===== config.mk =====
export PLATFORM = sky130hd
export DESIGN_NAME = fetch_unit
export DESIGN_NICKNAME = d
export VERILOG_FILES = /design/src/rtl/fetch_pkg.sv /design/src/rtl/fetch_queue.sv /design/src/rtl/fetch_unit.sv
export SDC_FILE = /design/constraint.sdc
export NUM_CORES = 1
export LEC_CHECK = 0
export ABC_CLOCK_PERIOD_IN_PS = 3350
export BUFFER_PORTS_ARGS = -buffer_cell sky130_fd_sc_hd__buf_2
export CAP_MARGIN = 20
export CORE_AREA = 10 10 189 191
export CTS_BUF_LIST = sky130_fd_sc_hd__clkbuf_8
export DETAILED_ROUTE_END_ITERATION = 6
export DIE_AREA = 0 0 199 201
export PLACE_DENSITY_LB_ADDON = 0.2
export SLEW_MARGIN = 0
export SYNTH_ARGS = -nofsm -noshare
export SYNTH_HDL_FRONTEND = slang
export SYNTH_HIERARCHICAL = 1
export SYNTH_SLANG_ARGS = --single-unit

===== constraint.sdc =====
create_clock -name clk -period 3.35 [get_ports clk]
set_input_delay 0.67 -clock clk [delete_from_list [all_inputs] [get_ports clk]]
set_output_delay 0.67 -clock clk [all_outputs]
set_load 0.005 [all_outputs]

===== src/rtl/fetch_pkg.sv =====
// Shared constants and the entry type carried through the fetch queue.
package fetch_pkg;

  localparam int XLEN = 32;
  localparam logic [XLEN-1:0] RESET_PC_DEFAULT = 32'h0000_0000;
  localparam logic [XLEN-1:0] NOP_INSTR = 32'h0000_0013;

  typedef struct packed {
    logic [XLEN-1:0] instr;
    logic [XLEN-1:0] pc;
  } fetch_entry_t;

endpackage


===== src/rtl/fetch_queue.sv =====
// In-order FIFO of fetched instructions; flush wins over push and pop.
module fetch_queue
  import fetch_pkg::*;
#(
  parameter int DEPTH = 2
) (
  input  logic                       clk,
  input  logic                       reset,
  input  logic                       push,
  input  fetch_entry_t               push_data,
  input  logic                       pop,
  input  logic                       flush,
  output fetch_entry_t               head,
  output logic [$clog2(DEPTH+1)-1:0] count,
  output logic                       full,
  output logic                       empty
);

  localparam int PW = (DEPTH > 1) ? $clog2(DEPTH) : 1;
  localparam int CW = $clog2(DEPTH + 1);

  fetch_entry_t  mem [DEPTH];
  logic [PW-1:0] rd_ptr;
  logic [PW-1:0] wr_ptr;
  logic          do_push;
  logic          do_pop;

  function automatic logic [PW-1:0] next_ptr(input logic [PW-1:0] p);
    return (p == PW'(DEPTH - 1)) ? '0 : p + 1'b1;
  endfunction

  assign full    = (count == CW'(DEPTH));
  assign empty   = (count == '0);
  assign do_push = push && (!full || pop);
  assign do_pop  = pop && !empty;
  assign head    = mem[rd_ptr];

  always_ff @(posedge clk or negedge reset) begin
    if (!reset) begin
      rd_ptr <= '0;
      wr_ptr <= '0;
      count  <= '0;
      for (int i = 0; i < DEPTH; i++) mem[i] <= '0;
    end else if (flush) begin
      rd_ptr <= '0;
      wr_ptr <= '0;
      count  <= '0;
    end else begin
      if (do_push) begin
        mem[wr_ptr] <= push_data;
        wr_ptr      <= next_ptr(wr_ptr);
      end
      if (do_pop) rd_ptr <= next_ptr(rd_ptr);
      count <= count + CW'(do_push) - CW'(do_pop);
    end
  end

endmodule


===== src/rtl/fetch_unit.sv =====
// Fetch stage: owns the PC, issues credit-limited memory requests and
// queues returned instructions for decode, squashing stale ones on redirect.
module fetch_unit
  import fetch_pkg::*;
#(
  parameter int              XLEN     = fetch_pkg::XLEN,
  parameter logic [XLEN-1:0] RESET_PC = RESET_PC_DEFAULT,
  parameter int              DEPTH    = 2
) (
  input  logic            clk,
  input  logic            reset,
  output logic            imem_req_valid,
  input  logic            imem_req_ready,
  output logic [XLEN-1:0] imem_req_addr,
  input  logic            imem_rsp_valid,
  input  logic [XLEN-1:0] imem_rsp_data,
  input  logic            redirect_valid,
  input  logic [XLEN-1:0] redirect_pc,
  output logic            instr_valid,
  input  logic            instr_ready,
  output logic [XLEN-1:0] instr,
  output logic [XLEN-1:0] instr_pc,
  output logic [XLEN-1:0] instr_pcplus4
);

  localparam int CW = $clog2(DEPTH + 1);
  localparam logic [XLEN-1:0] RESET_ALIGNED = {RESET_PC[XLEN-1:2], 2'b00};

  logic [XLEN-1:0] pc;
  logic [XLEN-1:0] fetch_pc;
  logic [XLEN-1:0] redirect_aligned;
  logic [CW-1:0]   outstanding;
  logic [CW-1:0]   drop_cnt;
  logic [CW-1:0]   q_count;
  logic            q_full;
  logic            q_empty;
  logic            q_push;
  logic            q_pop;
  fetch_entry_t    q_head;
  fetch_entry_t    q_push_data;
  logic            credit;
  logic            req_fire;
  logic            unused_bits;

  // Requests in flight plus queued entries may never exceed the queue size,
  // so a response always has a slot waiting for it.
  assign credit           = ({1'b0, outstanding} + {1'b0, q_count}) < (CW+1)'(DEPTH);
  assign imem_req_valid   = reset && credit && !redirect_valid;
  assign imem_req_addr    = {pc[XLEN-1:2], 2'b00};
  assign req_fire         = imem_req_valid && imem_req_ready;
  assign redirect_aligned = {redirect_pc[XLEN-1:2], 2'b00};
  assign unused_bits      = ^{redirect_pc[1:0], pc[1:0]};

  assign q_push      = imem_rsp_valid && (drop_cnt == '0) && !redirect_valid;
  assign q_pop       = instr_valid && instr_ready;
  assign q_push_data = '{instr: imem_rsp_data, pc: fetch_pc};

  fetch_queue #(.DEPTH(DEPTH)) u_queue (
    .clk      (clk),
    .reset    (reset),
    .push     (q_push),
    .push_data(q_push_data),
    .pop      (q_pop),
    .flush    (redirect_valid),
    .head     (q_head),
    .count    (q_count),
    .full     (q_full),
    .empty    (q_empty)
  );

  assign instr_valid   = !q_empty;
  assign instr         = q_empty ? '0 : q_head.instr;
  assign instr_pc      = q_empty ? '0 : q_head.pc;
  assign instr_pcplus4 = q_empty ? '0 : q_head.pc + XLEN'(4);

  // fetch_pc names the next response that will be kept; it only moves on
  // pushes, so dropped responses never disturb the PC tagging.
  always_ff @(posedge clk or negedge reset) begin
    if (!reset) begin
      pc          <= RESET_ALIGNED;
      fetch_pc    <= RESET_ALIGNED;
      outstanding <= '0;
      drop_cnt    <= '0;
    end else begin
      outstanding <= outstanding + CW'(req_fire) - CW'(imem_rsp_valid);
      if (redirect_valid) begin
        pc       <= redirect_aligned;
        fetch_pc <= redirect_aligned;
        drop_cnt <= outstanding - CW'(imem_rsp_valid);
      end else begin
        if (req_fire) pc <= pc + XLEN'(4);
        if (q_push) fetch_pc <= fetch_pc + XLEN'(4);
        else if (imem_rsp_valid) drop_cnt <= drop_cnt - 1'b1;
      end
    end
  end

  a_no_push_when_full: assert property (
    @(posedge clk) disable iff (!reset) !(q_push && q_full && !q_pop)
  );

endmodule


# ---- Word-level counts from Yosys, hierarchy flattened
# Index checks and enable logic that the tools add are counted.
dict set report word_totals {
  register_bits 200
  elab_cells 77
}
dict set report classes {
  n_eq_ne 2
  n_reduce_logical 22
  add_sub_neg 12
  magnitude_cmp 4
  n_bitwise 3
  muxes 23
}
# cell count
set ops {}
lappend ops {{$mux 64} 4}
lappend ops {{$mux 32} 7}
lappend ops {{$bwmux 128} 1}
lappend ops {{$add 32x3->32 const B} 3}
lappend ops {{$demux 64 s1} 1}
lappend ops {{$reduce_bool 2->1} 5}
lappend ops {{$logic_and 1x1->1} 9}
lappend ops {{$mux 2} 4}
lappend ops {{$mux 1} 6}
lappend ops {{$sub 2x1->2} 3}
lappend ops {{$add 2x1->2} 2}
lappend ops {{$ge 2x2->1 const B} 2}
lappend ops {{$logic_not 2->1} 2}
lappend ops {{$not 1->2} 2}
lappend ops {{$reduce_and 2->1} 2}
lappend ops {{$add 2x2->3} 1}
lappend ops {{$logic_not 1->1} 3}
lappend ops {{$lt 3x2->1 const B} 1}
lappend ops {{$add 1x1->1 const B} 2}
lappend ops {{$eq 2x2->1 const B} 1}
lappend ops {{$lt 2x1->1 const B} 1}
lappend ops {{$ne 2x2->1 const B} 1}
lappend ops {{$sub 2x1->2 const B} 1}
lappend ops {{$logic_or 1x1->1} 1}
lappend ops {{$not 1->1} 1}

# ---- Longest topological paths before layout
# Gate-level depths: netlist of the first run.
dict set report depth {
  depth_word 8
  depth_mapped 12
}

# ---- Modules after synthesis
# Netlist of the first run, hierarchy kept.
# module instances seq_area_each_um2 area_each_um2 cells_each
set modules_own_cells {}
lappend modules_own_cells {fetch_queue 1 3303.2 5982.0 366}
lappend modules_own_cells {fetch_unit 1 1601.5 4773.3 590}

# ---- Worst setup path before layout of the first run
# No wires, ideal clock.
dict set report synth_path {
  kind {register to output}
  startpoint {register u_queue.rd_ptr}
  endpoint {output port instr_pcplus4[20]}
  arrival_time_ns 2.462
  setup_slack_ns 0.218
  n_path_buf 2
  t_required_ns 2.680
  path_stages_with_launch 8
  cell_sequence {dfrtp_1 -> clkbuf_1 -> clkbuf_1 -> mux2_2 -> nand4_1 -> or4_1 -> or3_1 -> a21oi_1}
}
# element line_no
set synth_rtl {}
lappend synth_rtl {{start: declaration} fetch_queue.sv:23} ;# logic [PW-1:0] rd_ptr;
lappend synth_rtl {{start signal: assignment} fetch_queue.sv:53} ;# if (do_pop) rd_ptr <= next_ptr(rd_ptr);
lappend synth_rtl {{end: declaration} fetch_unit.sv:23} ;# output logic [XLEN-1:0] instr_pcplus4

==> key figures, run 1 <==
Timing
  • Slew margin rel.: 0.3280
  • RSZ-0062 raised after global routing: yes
  • Worst Clk Skew: 0.01787 ns
  • Slew @ Worst Pin: 1.008 ns
  • Final Setup Violations: 4
  • Fin. max-slew vios: 0
  • Fin crit share: 1.012
  • Hold Fails Final Rpt: 0
  • Shortest period the worst path allows: 3.389 ns
  • Final WS setup: -0.03857 ns
  • F_max: 0.2951 GHz

Yosys
  • Cells after Synth: 955
  • Post-Syn Area: 0.01075 mm2
  • Syn avg cell area: 11.26 um2
  • Ys Warns: 6

Global route
  • Total GRT Usage: 0.1501
  • Vias in the first global route: 8369
  • Gr ovfl total: 0
  • First-pass GRT wire length: 48.08 mm
  • Initial antenna violation count: 1
  • Largest net degree at the start of global routing: 96

Worst setup path
  • Crit Path Max Fanout: 5
  • Crit path capture type: output port
  • Kind of critical path: reg2out
  • Arr. time, crit path: 2.72 ns
  • Max incr delay on CP: 0.54 ns
  • Worst Path Required: 2.68 ns
  • Slowest cell on crit path: dfrtp_4
  • Cell Chain, Critical Path: buf_12, mux2_4, nand4_1, buf_4, or4_4, or3_1, a21oi_2, buf_4
  • CP Launch Type: flip-flop
  • CP most frequent cell: buf_4

Final layout
  • Util after Layout: 0.4079
  • Nets: 1253
  • Register area: 0.004908 mm2
  • Fraction of layout cells with a size suffix above 1: 0.4317
  • P&R area growth vs syn: 21.59%
  • Filler cells: 3171
  • Commonest non-fill, non-tap cell in the layout: dfrtp_1
  • Finished Cell Area: 0.01307 mm2
  • Multi-input gate area: 0.005723 mm2
  • Most frequent cells in the layout: 195 x dfrtp_1, 193 x buf_2, 113 x mux2_2, 77 x mux2_4, 66 x nand2_1

CTS
  • CTS Hold Bufs: 0
  • Worst-case clock buffer depth: 2
  • CTS root buf: clkbuf_8
  • H-tree level count: 4
  • Worst-skew pair later-pin latency: 0.49 ns
  • CTS clk-pin slew, worst paths: 0.11 ns
  • CTS tree: yes
  • Clk sink count: 196
  • Number of CTS-inserted buffers: 17

Placement
  • Post-DP Area: 0.01223 mm2
  • DPL Wire Length: 21.17 mm
  • Placer Congestion: 0.8049
  • IO Port Bufs: 195

Run
  • Max Cap Viol: 0

Power and ir drop
  • Peak supply drop: 0.3801 mV
  • Leakage: 5.927 nW
  • Pwr dens: 599.6 mW/mm2

Detailed routing
  • Routed WL: 29.72 mm
  • Initial DRC Count: 329
  • Vias: 7931
  • 1st-pass router iterations: 4
  • Routed Antenna Nets: 0
  • Post-DR vias/cell: 4.972
  • Residual DRC: 0
  • WL/cell: 18.63 um

Outcome
  • Failing checks: setup timing
  • Status: finished, violations left

Floorplanning
  • Die width: 199 um
  • Core Box Area: 0.03204 mm2
  • Io pins: 200
  • Initial cell density of the core: 0.3355
  • Die Span Y: 201 um
  • Row count: 66
  • DIE AREA: 0.04000 mm2

Worst hold path
  • Min-Delay Path Class: in2async
==> layout make-up <==
type                    count  area share
diodes                      1   0.0001915
flip-flops and latches    196      0.3756
clock inverters            15     0.01225
repair buffers            246      0.1114
clock buffers              17     0.01790
well taps                 408     0.03906
multi-input cells         692      0.4379
inverters                  20    0.005744
==> registers in the layout (all words and copies together), names as in the netlist <==
register / cells
drop_cnt: 2
fetch_pc: 30
outstanding: 2
pc: 30
u_queue/count: 2
u_queue/mem: 128
u_queue/rd_ptr: 1
u_queue/wr_ptr: 1
==> power by group <==
group          internal [mW]  switching (mW)  leakage, nW
clock network          0.564           0.990        0.200
registers               3.06           0.453         2.49
logic                   1.59            1.18         3.24
total                   5.22            2.62         5.93
==> metrics by stage <==
step           cells  worst slack, ns  setup TNS, ns  power [mW]  hold WS [ns]
2_1_floorplan    960           0.2185              0       5.303        0.3744
3_3_place_gp    1540           0.2330              0       6.091        0.4643
3_5_place_dp    1540           0.2174              0       6.148        0.4741
4_1_cts         1586         -0.08788        -0.5596       7.891        0.3908
5_1_grt         1594          -0.1957         -2.223       8.417        0.3942
6_report        1595         -0.03857       -0.05822       7.837        0.4273
==> per-layer routing <==
metal | track usage | share of wire | routed length (um) | up-vias
met4 | 0.03489 | 0.0084 | 251 | 2
met2 | 0.2320 | 0.45 | 13510 | 173
li1 | - | - | - | 3798
met5 | 0 | 0.00044 | 13 | -
met1 | 0.2066 | 0.49 | 14430 | 3937
met3 | 0.03537 | 0.051 | 1511 | 21
==> final timing paths <==
| check | endpoint | slack (ns) | from | depth (start not counted) |
|---|---|---|---|---|
| max in group asynchronous | fetch_pc[19] | 1.42 | reset | 3 |
| worst max register to register | pc[14] | 0.33 | u_queue/count[0] | 9 |
| worst max-delay path | instr_pcplus4[20] | -0.04 | u_queue/rd_ptr | 8 |
| worst min-delay path | u_queue/rd_ptr | 0.43 | reset | 2 |
| worst min register to register | u_queue/mem[63] | 0.50 | u_queue/mem[63] | 1 |
| min in group clk | fetch_pc[9] | 0.43 | redirect_pc[9] | 3 |
==> worst max-delay path: cells and delay by family (launching register included) <==
family                 cells  cell delay [ns]
multiplexers               1             0.19
buffers and inverters      3             0.47
flip-flops                 1             0.54
AND/OR/NAND/NOR            3             0.92
AO/OA/AOI/OAI              1             0.12
==> what timing repair did <==
item,4_1_cts,5_1_grt
endpoints found under the setup margin,18,20
setup buffers,14,9
pin swaps,18,16
gates resized for setup,42,22
Power figures use the tool's default switching activity.
==> inputs of run 2 (changes only) <==
BUFFER_PORTS_ARGS = -buffer_cell sky130_fd_sc_hd__clkbuf_2   (was -buffer_cell sky130_fd_sc_hd__buf_2)
CORE_AREA = 10 10 148 150   (was 10 10 189 191)
DIE_AREA = 0 0 158 160   (was 0 0 199 201)
RECOVER_POWER = 50   (was not set)
==> run 2 against run 1 <==
  * The flow finishes with violations (capacitance limit, slew limit, setup timing)
  * Clock power decreased by 14%
  * Die area decreased by 37%
  * Register-to-register slack improved by 0.02 ns
  * Via count decreased by 1.9%
  * Sequential power about the same
  * Utilization increased by 25 points
  * Global-route usage increased by 5.1 points
  * Design area decreased by 4.2%
  * Worst hold slack improved by 0.017 ns
  * First-iteration DRC count increased by 21%
  * Flip-flop and latch count unchanged
  * Clock skew decreased by 0.0031 ns
  * Critical path type unchanged
  * Largest cell class unchanged
==> key figures, run 2 (synthesized netlist as in run 1, its figures left out) <==
Outcome
  • Status: finished, violations left
  • Failing checks: capacitance limit, slew limit, setup timing

Final layout
  • Max reg flops: 128 (unchanged)
  • Filler cells: 1510 (-52%)
  • Commonest non-fill, non-tap cell in the layout: dfrtp_1
  • Util after Layout: 0.6566 (+0.2486)
  • Register area: 0.004906 mm2 (about the same)
  • Regs by FF count: u_queue/mem: 128 flops, fetch_pc: 30 flops, pc: 30 flops
  • Nets: 1234 (-1.5%)
  • Fin cells: 1402 (-12%)
  • # diodes: 0 (-1)
  • Most frequent cells in the layout: 195 x dfrtp_1, 163 x clkbuf_2, 116 x mux2_2, 74 x mux2_4, 69 x nand2_1
  • Finished Cell Area: 0.01253 mm2 (-4.2%)
  • P&R area growth vs syn: 16.54%
  • Multi-input gate area: 0.005637 mm2 (-1.5%)
  • Fraction of layout cells with a size suffix above 1: 0.3823 (-0.04940)
  • Biggest register: u_queue/mem

Global route
  • Vias in the first global route: 7820 (-6.6%)
  • First-pass GRT wire length: 41.23 mm (-14%)
  • Initial antenna violation count: 1 (unchanged)
  • Largest net degree at the start of global routing: 197 (+110%)
  • Total GRT Usage: 0.2010 (+0.05092)
  • Gr ovfl total: 0 (unchanged)

CTS
  • CTS root buf: clkbuf_8
  • Number of CTS-inserted buffers: 17 (unchanged)
  • CTS Hold Bufs: 0 (unchanged)
  • CTS clk-pin slew, worst paths: 0.10 ns (about the same)
  • CTS tree: yes
  • H-tree level count: 4 (unchanged)
  • Clk sink count: 196 (unchanged)
  • Worst-skew pair later-pin latency: 0.46 ns (-0.03 ns)
  • Worst-case clock buffer depth: 2 (unchanged)

Detailed routing
  • Routed Antenna Nets: 0 (unchanged)
  • 1st-pass router iterations: 4 (unchanged)
  • Routed WL: 25.66 mm (-14%)
  • Vias: 7781 (-1.9%)
  • Initial DRC Count: 398 (+21%)
  • Residual DRC: 0 (unchanged)
  • WL/cell: 18.30 um (-1.8%)
  • Post-DR vias/cell: 5.550 (+12%)

Timing
  • Total Neg Setup Slack: -0.04123 ns (+0.01699 ns)
  • Fin crit share: 1.007 (-0.004064)
  • Shortest period the worst path allows: 3.375 ns (-0.01361 ns)
  • Fin. max-slew vios: 197 (+197)
  • Hold slack: 0.4445 ns (+0.01728 ns)
  • Final Setup Violations: 2 (-2)
  • Worst Clk Skew: 0.01474 ns (-0.003123 ns)
  • Slew @ Worst Pin: 2.618 ns (+1.610 ns)
  • Slew margin rel.: -0.7453 (-1.073)
  • RSZ-0062 raised after global routing: yes
  • Final WS setup: -0.02496 ns (+0.01361 ns)
  • Hold Fails Final Rpt: 0 (unchanged)
  • F_max: 0.2963 GHz (+0.40%)

Floorplanning
  • Die Span Y: 160 um (-20%)
  • DIE AREA: 0.02528 mm2 (-37%)
  • Row count: 51 (-23%)
  • Core Box Area: 0.01908 mm2 (-40%)
  • Die width: 158 um (-21%)
  • Initial cell density of the core: 0.5634 (+0.2279)
  • Io pins: 200 (unchanged)

Worst setup path
  • Kind of critical path: reg2out
  • Worst reg2reg path depth: 9 (unchanged)
  • Crit path capture type: output port
  • Arr. time, crit path: 2.70 ns (-0.02 ns)
  • CP startpoint: u_queue/rd_ptr
  • Flop-to-flop setup slack: 0.35 ns (+0.02 ns)
  • FF-to-FF End: pc[14]
  • CP Launch Type: flip-flop
  • Worst Path Required: 2.68 ns (about the same)
  • Reg2reg start: u_queue/count[0]
  • Crit Path Max Fanout: 6 (+1)

Power and ir drop
  • Leakage: 5.632 nW (-5.0%)
  • Peak supply drop: 0.2924 mV (-23%)
  • Pwr dens: 595.9 mW/mm2 (-0.61%)

Run
  • Max Cap Viol: 1 (+1)

Placement
  • DPL Wire Length: 18.50 mm (-13%)
  • IO Port Bufs: 195 (unchanged)
  • Placed insts: 1363 (-11%)
  • Placer Congestion: 0.8531 (+6.0%)
  • Post-DP Area: 0.01201 mm2 (-1.8%)

Worst hold path
  • Worst Hold Path EP: fetch_pc[28]
  • Min-Delay Path Class: in2reg
  • Worst hold stages: 3
  • Hold path start: redirect_pc[28]
==> run 2: what timing repair did <==
action / CTS / global route
resized for setup: 10 / 29
buffers inserted: 3 / 6
setup endpoints to repair: 18 / 19
gates cloned: 0 / 1
pin swaps: 3 / 11
==> run 2: power by group <==
part	internal, mW	total, mW	switching [mW]
Sequential	3.07	3.53	0.463
Combinational	1.50	2.61	1.11
Clock	0.536	1.33	0.791
==> run 2: worst max-delay path by stage <==
stage / to / slack (ns)
after floorplan: instr_pcplus4[20] / 0.22
after global placement: instr_pcplus4[20] / 0.26
after detailed placement: instr_pcplus4[20] / 0.24
after CTS: instr_pcplus4[20] / -0.05
after global routing: instr_pcplus4[21] / -0.17
final: instr_pcplus4[21] / -0.02
==> run 2: metrics by stage <==
| step | setup slack, ns | power (mW) |
|---|---|---|
| after floorplan | 0.2185 | 5.303 |
| after global placement | 0.2569 | 5.985 |
| after detailed placement | 0.2363 | 6.081 |
| after CTS | -0.04814 | 7.470 |
| after global routing | -0.1669 | 7.967 |
| final | -0.02496 | 7.465 |
==> run 2: layer usage <==
| metal | part of all wire | routed length (um) | track usage | vias up |
|---|---|---|---|---|
| met5 | 0.00051 | 13 | 0 | - |
| met4 | 0.0041 | 104 | 0.04128 | 2 |
| met3 | 0.060 | 1541 | 0.05077 | 8 |
| met2 | 0.47 | 12160 | 0.3191 | 191 |
| met1 | 0.46 | 11840 | 0.2723 | 3825 |
| li1 | - | - | - | 3755 |
==> run 2: cell type report <==
type / instances / area share
multi-input combinational: 692 / 0.4500
sequential: 196 / 0.3916
timing repair buffer: 227 / 0.1027
tap: 238 / 0.02377
clock buffer: 19 / 0.02087
inverter: 20 / 0.005993
clock inverter: 10 / 0.005094
==> run 2: critical path, cell delays in order, from the launching register on <==
cell,delay [ns]
dfrtp_2,0.51
buf_12,0.17
mux2_4,0.22
nand4_1,0.15
or4_4,0.59
buf_4,0.17
nor3_4,0.11
xnor2_1,0.13
nor2_1,0.05
buf_2,0.16
==> inputs of run 3 (changes only) <==
ABC_AREA = 1   (was not set)
CORE_AREA = 10 10 157 159   (was 10 10 148 150)
CTS_CLUSTER_SIZE = 25   (was not set)
DIE_AREA = 0 0 167 169   (was 0 0 158 160)
SKIP_LAST_GASP = 1   (was not set)
==> run 3 against run 2 <==
  * The flow finishes with violations (capacitance limit, slew limit)
  * Critical path depth rose by 6
  * Clock skew rose by 0.0025 ns
  * Clock power increased by 20%
  * Sequential share of layout area down 4.0 points
  * Utilization shrank 1.0 points
  * Routed wire length grew 38%
  * Cell count grew 62%
  * Design area up 11%
  * Synthesized cell count grew 91%
  * Total power rose by 8.5%
  * Combinational power up 8.8%
  * Critical endpoint is now instr_pcplus4[20]
  * Largest cell class unchanged
  * Largest power group unchanged
==> key figures, run 3 <==
Outcome
  • Status: finished, violations left
  • Failing checks: capacitance limit, slew limit

Floorplanning
  • Die Span Y: 169 um (+5.6%)
  • Initial cell density of the core: 0.5829 (+0.01952)
  • Io pins: 200 (unchanged)
  • Row count: 54 (+5.9%)
  • Die width: 167 um (+5.7%)
  • DIE AREA: 0.02822 mm2 (+12%)
  • Core Box Area: 0.02155 mm2 (+13%)

Detailed routing
  • 1st-pass router iterations: 6 (+2)
  • Routed WL: 35.38 mm (+38%)
  • Routed Antenna Nets: 0 (unchanged)
  • Post-DR vias/cell: 5.341 (-3.8%)
  • Initial DRC Count: 934 (+130%)
  • WL/cell: 15.59 um (-15%)
  • Residual DRC: 0 (unchanged)
  • Vias: 12120 (+56%)

Timing
  • Slew @ Worst Pin: 1.836 ns (-0.7820 ns)
  • Final Setup Violations: 0 (-2)
  • RSZ-0062 raised after global routing: yes
  • F_max: 0.3077 GHz (+3.9%)
  • Fin crit share: 0.9700 (-0.03746)
  • Fin. max-slew vios: 196 (-0.51%)
  • Hold Fails Final Rpt: 0 (unchanged)
  • Slew margin rel.: -0.2240 (+0.5213)
  • Worst Clk Skew: 0.01728 ns (+0.002539 ns)
  • Shortest period the worst path allows: 3.249 ns (-0.1255 ns)

Yosys
  • Post-Syn Area: 0.01256 mm2 (+17%)
  • Cells after Synth: 1823 (+91%)
  • Syn avg cell area: 6.892 um2 (-39%)
  • Ys Warns: 6 (unchanged)

Run
  • Max Cap Viol: 2 (+1)

Final layout
  • Most frequent cells in the layout: 724 x nand2_1, 195 x dfrtp_1, 183 x nor2_1, 169 x clkbuf_2, 167 x inv_1
  • Multi-input gate area: 0.006382 mm2 (+13%)
  • Regs by FF count: u_queue/mem: 128 flops, fetch_pc: 30 flops, pc: 30 flops
  • Nets: 2056 (+67%)
  • Util after Layout: 0.6465 (-0.01005)
  • Filler cells: 2015 (+33%)
  • Biggest register: u_queue/mem
  • Max reg flops: 128 (unchanged)
  • # diodes: 0 (unchanged)
  • Fraction of layout cells with a size suffix above 1: 0.1714 (-0.2109)
  • P&R area growth vs syn: 10.92%
  • Register area: 0.004906 mm2 (unchanged)
  • Commonest non-fill, non-tap cell in the layout: nand2_1

Worst hold path
  • Min-Delay Path Class: in2reg
  • Hold path start: imem_rsp_data[9]

Power and ir drop
  • Leakage: 7.317 nW (+30%)
  • Switching Power: 3.391 mW (+44%)
  • P_int: 4.708 mW (-7.8%)
  • Sequential share of power: 0.453 (-0.020)
  • Gate power share: 0.350 (about the same)
  • Sw Ratio: 0.4187 (+0.1026)
  • Pwr dens: 581.2 mW/mm2 (-2.5%)
  • Power consumption: 8.098 mW (+8.5%)
  • Peak supply drop: 0.2849 mV (-2.6%)
  • Clock share of power: 0.197 (+0.019)

Placement
  • IO Port Bufs: 195 (unchanged)
  • DPL Wire Length: 25.77 mm (+39%)
  • Placer Congestion: 0.9187 (+7.7%)

Worst setup path
  • Reg2reg start: drop_cnt[0]
  • FF-to-FF End: u_queue/mem[28]
  • CP startpoint: u_queue/rd_ptr
  • Flop-to-flop setup slack: 0.32 ns (-0.03 ns)
  • Crit path capture type: output port
  • Arr. time, crit path: 2.58 ns (-0.12 ns)
  • CP Launch Type: flip-flop
  • Worst Setup EP: instr_pcplus4[20]
  • Crit Path Max Fanout: 14 (+8)
  • Worst Path Required: 2.68 ns (about the same)
  • Worst reg2reg path depth: 8 (-1)
  • Kind of critical path: reg2out

Global route
  • Vias in the first global route: 11720 (+50%)
  • First-pass GRT wire length: 59.17 mm (+44%)
  • Total GRT Usage: 0.2501 (+0.04904)
  • Largest net degree at the start of global routing: 132 (-33%)
  • Gr ovfl total: 0 (unchanged)
  • Initial antenna violation count: 0 (-1)

CTS
  • CTS tree: yes
  • Worst-case clock buffer depth: 2 (unchanged)
  • Clk sink count: 196 (unchanged)
  • Number of CTS-inserted buffers: 17 (unchanged)
  • CTS clk-pin slew, worst paths: 0.12 ns (+0.02 ns)
  • Worst-skew pair later-pin latency: 0.48 ns (+0.02 ns)
  • CTS root buf: clkbuf_8
  • H-tree level count: 4 (unchanged)
==> run 3: worst min path at each step <==
stage          slack, ns  cells past startpoint          endpoint
2_1_floorplan       0.37                      0       drop_cnt[0]
3_3_place_gp        0.45                      2   u_queue/mem[53]
3_5_place_dp        0.46                      2   u_queue/mem[51]
4_1_cts             0.40                      3   u_queue/mem[44]
5_1_grt             0.42                      3  u_queue/mem[105]
6_report            0.43                      3   u_queue/mem[41]
==> run 3: through the flow <==
step	setup WS, ns	std cells	TNS (ns)	area [um2]	hold slack (ns)
after floorplan	0.8061	1828	0	12580	0.3744
after global placement	0.5360	2234	0	13470	0.4530
after detailed placement	0.4456	2234	0	13470	0.4583
after CTS	-0.002641	2267	-0.002641	13910	0.3967
after global routing	-0.08256	2269	-0.2570	13930	0.4199
final	0.1005	2269	0	13930	0.4253
==> run 3: cell type report <==
class                      count  area share
inverter                     174     0.04723
tap                          280     0.02514
sequential                   196      0.3521
clock buffer                  17     0.01679
clock inverter                15     0.01365
multi-input combinational   1360      0.4580
timing repair buffer         227     0.08710
==> run 3: worst max-delay path, stage by stage (launching register included) <==
cell,delay (ns)
dfrtp_2,0.47
inv_6,0.14
nand2_1,0.07
nand2_1,0.14
ha_2,0.26
nand2_2,0.07
nor2_2,0.15
nand2_2,0.09
inv_2,0.10
nand2_2,0.09
nor2_4,0.12
nand2_1,0.07
nand2_1,0.06
nand2_1,0.04
nor2_1,0.09
clkbuf_2,0.12
==> run 3: power by group through the flow <==
stage	clock, mW	sequential (mW)	combinational, mW
floorplan	0	3.56	2.09
global placement	0	3.68	2.77
detailed placement	0	3.70	2.83
CTS	1.63	3.66	2.84
global route	1.72	3.76	3.30
finish	1.59	3.67	2.84
==> run 3: repair_timing <==
item	4_1_cts	5_1_grt
resized for setup	3	17
buffers inserted	0	1
endpoints found under the hold margin	2	0
cloned	0	1
hold buffers	1	0
pin swaps	0	0
setup endpoints to repair	9	19
==> run 3: metal layers <==
metal | vias up | wire length [um] | global-route usage
met5 | - | 0 | 0
met4 | 0 | 779 | 0.07484
met3 | 46 | 2600 | 0.04863
met2 | 426 | 16120 | 0.3978
met1 | 5609 | 15870 | 0.3386
li1 | 6037 | - | -
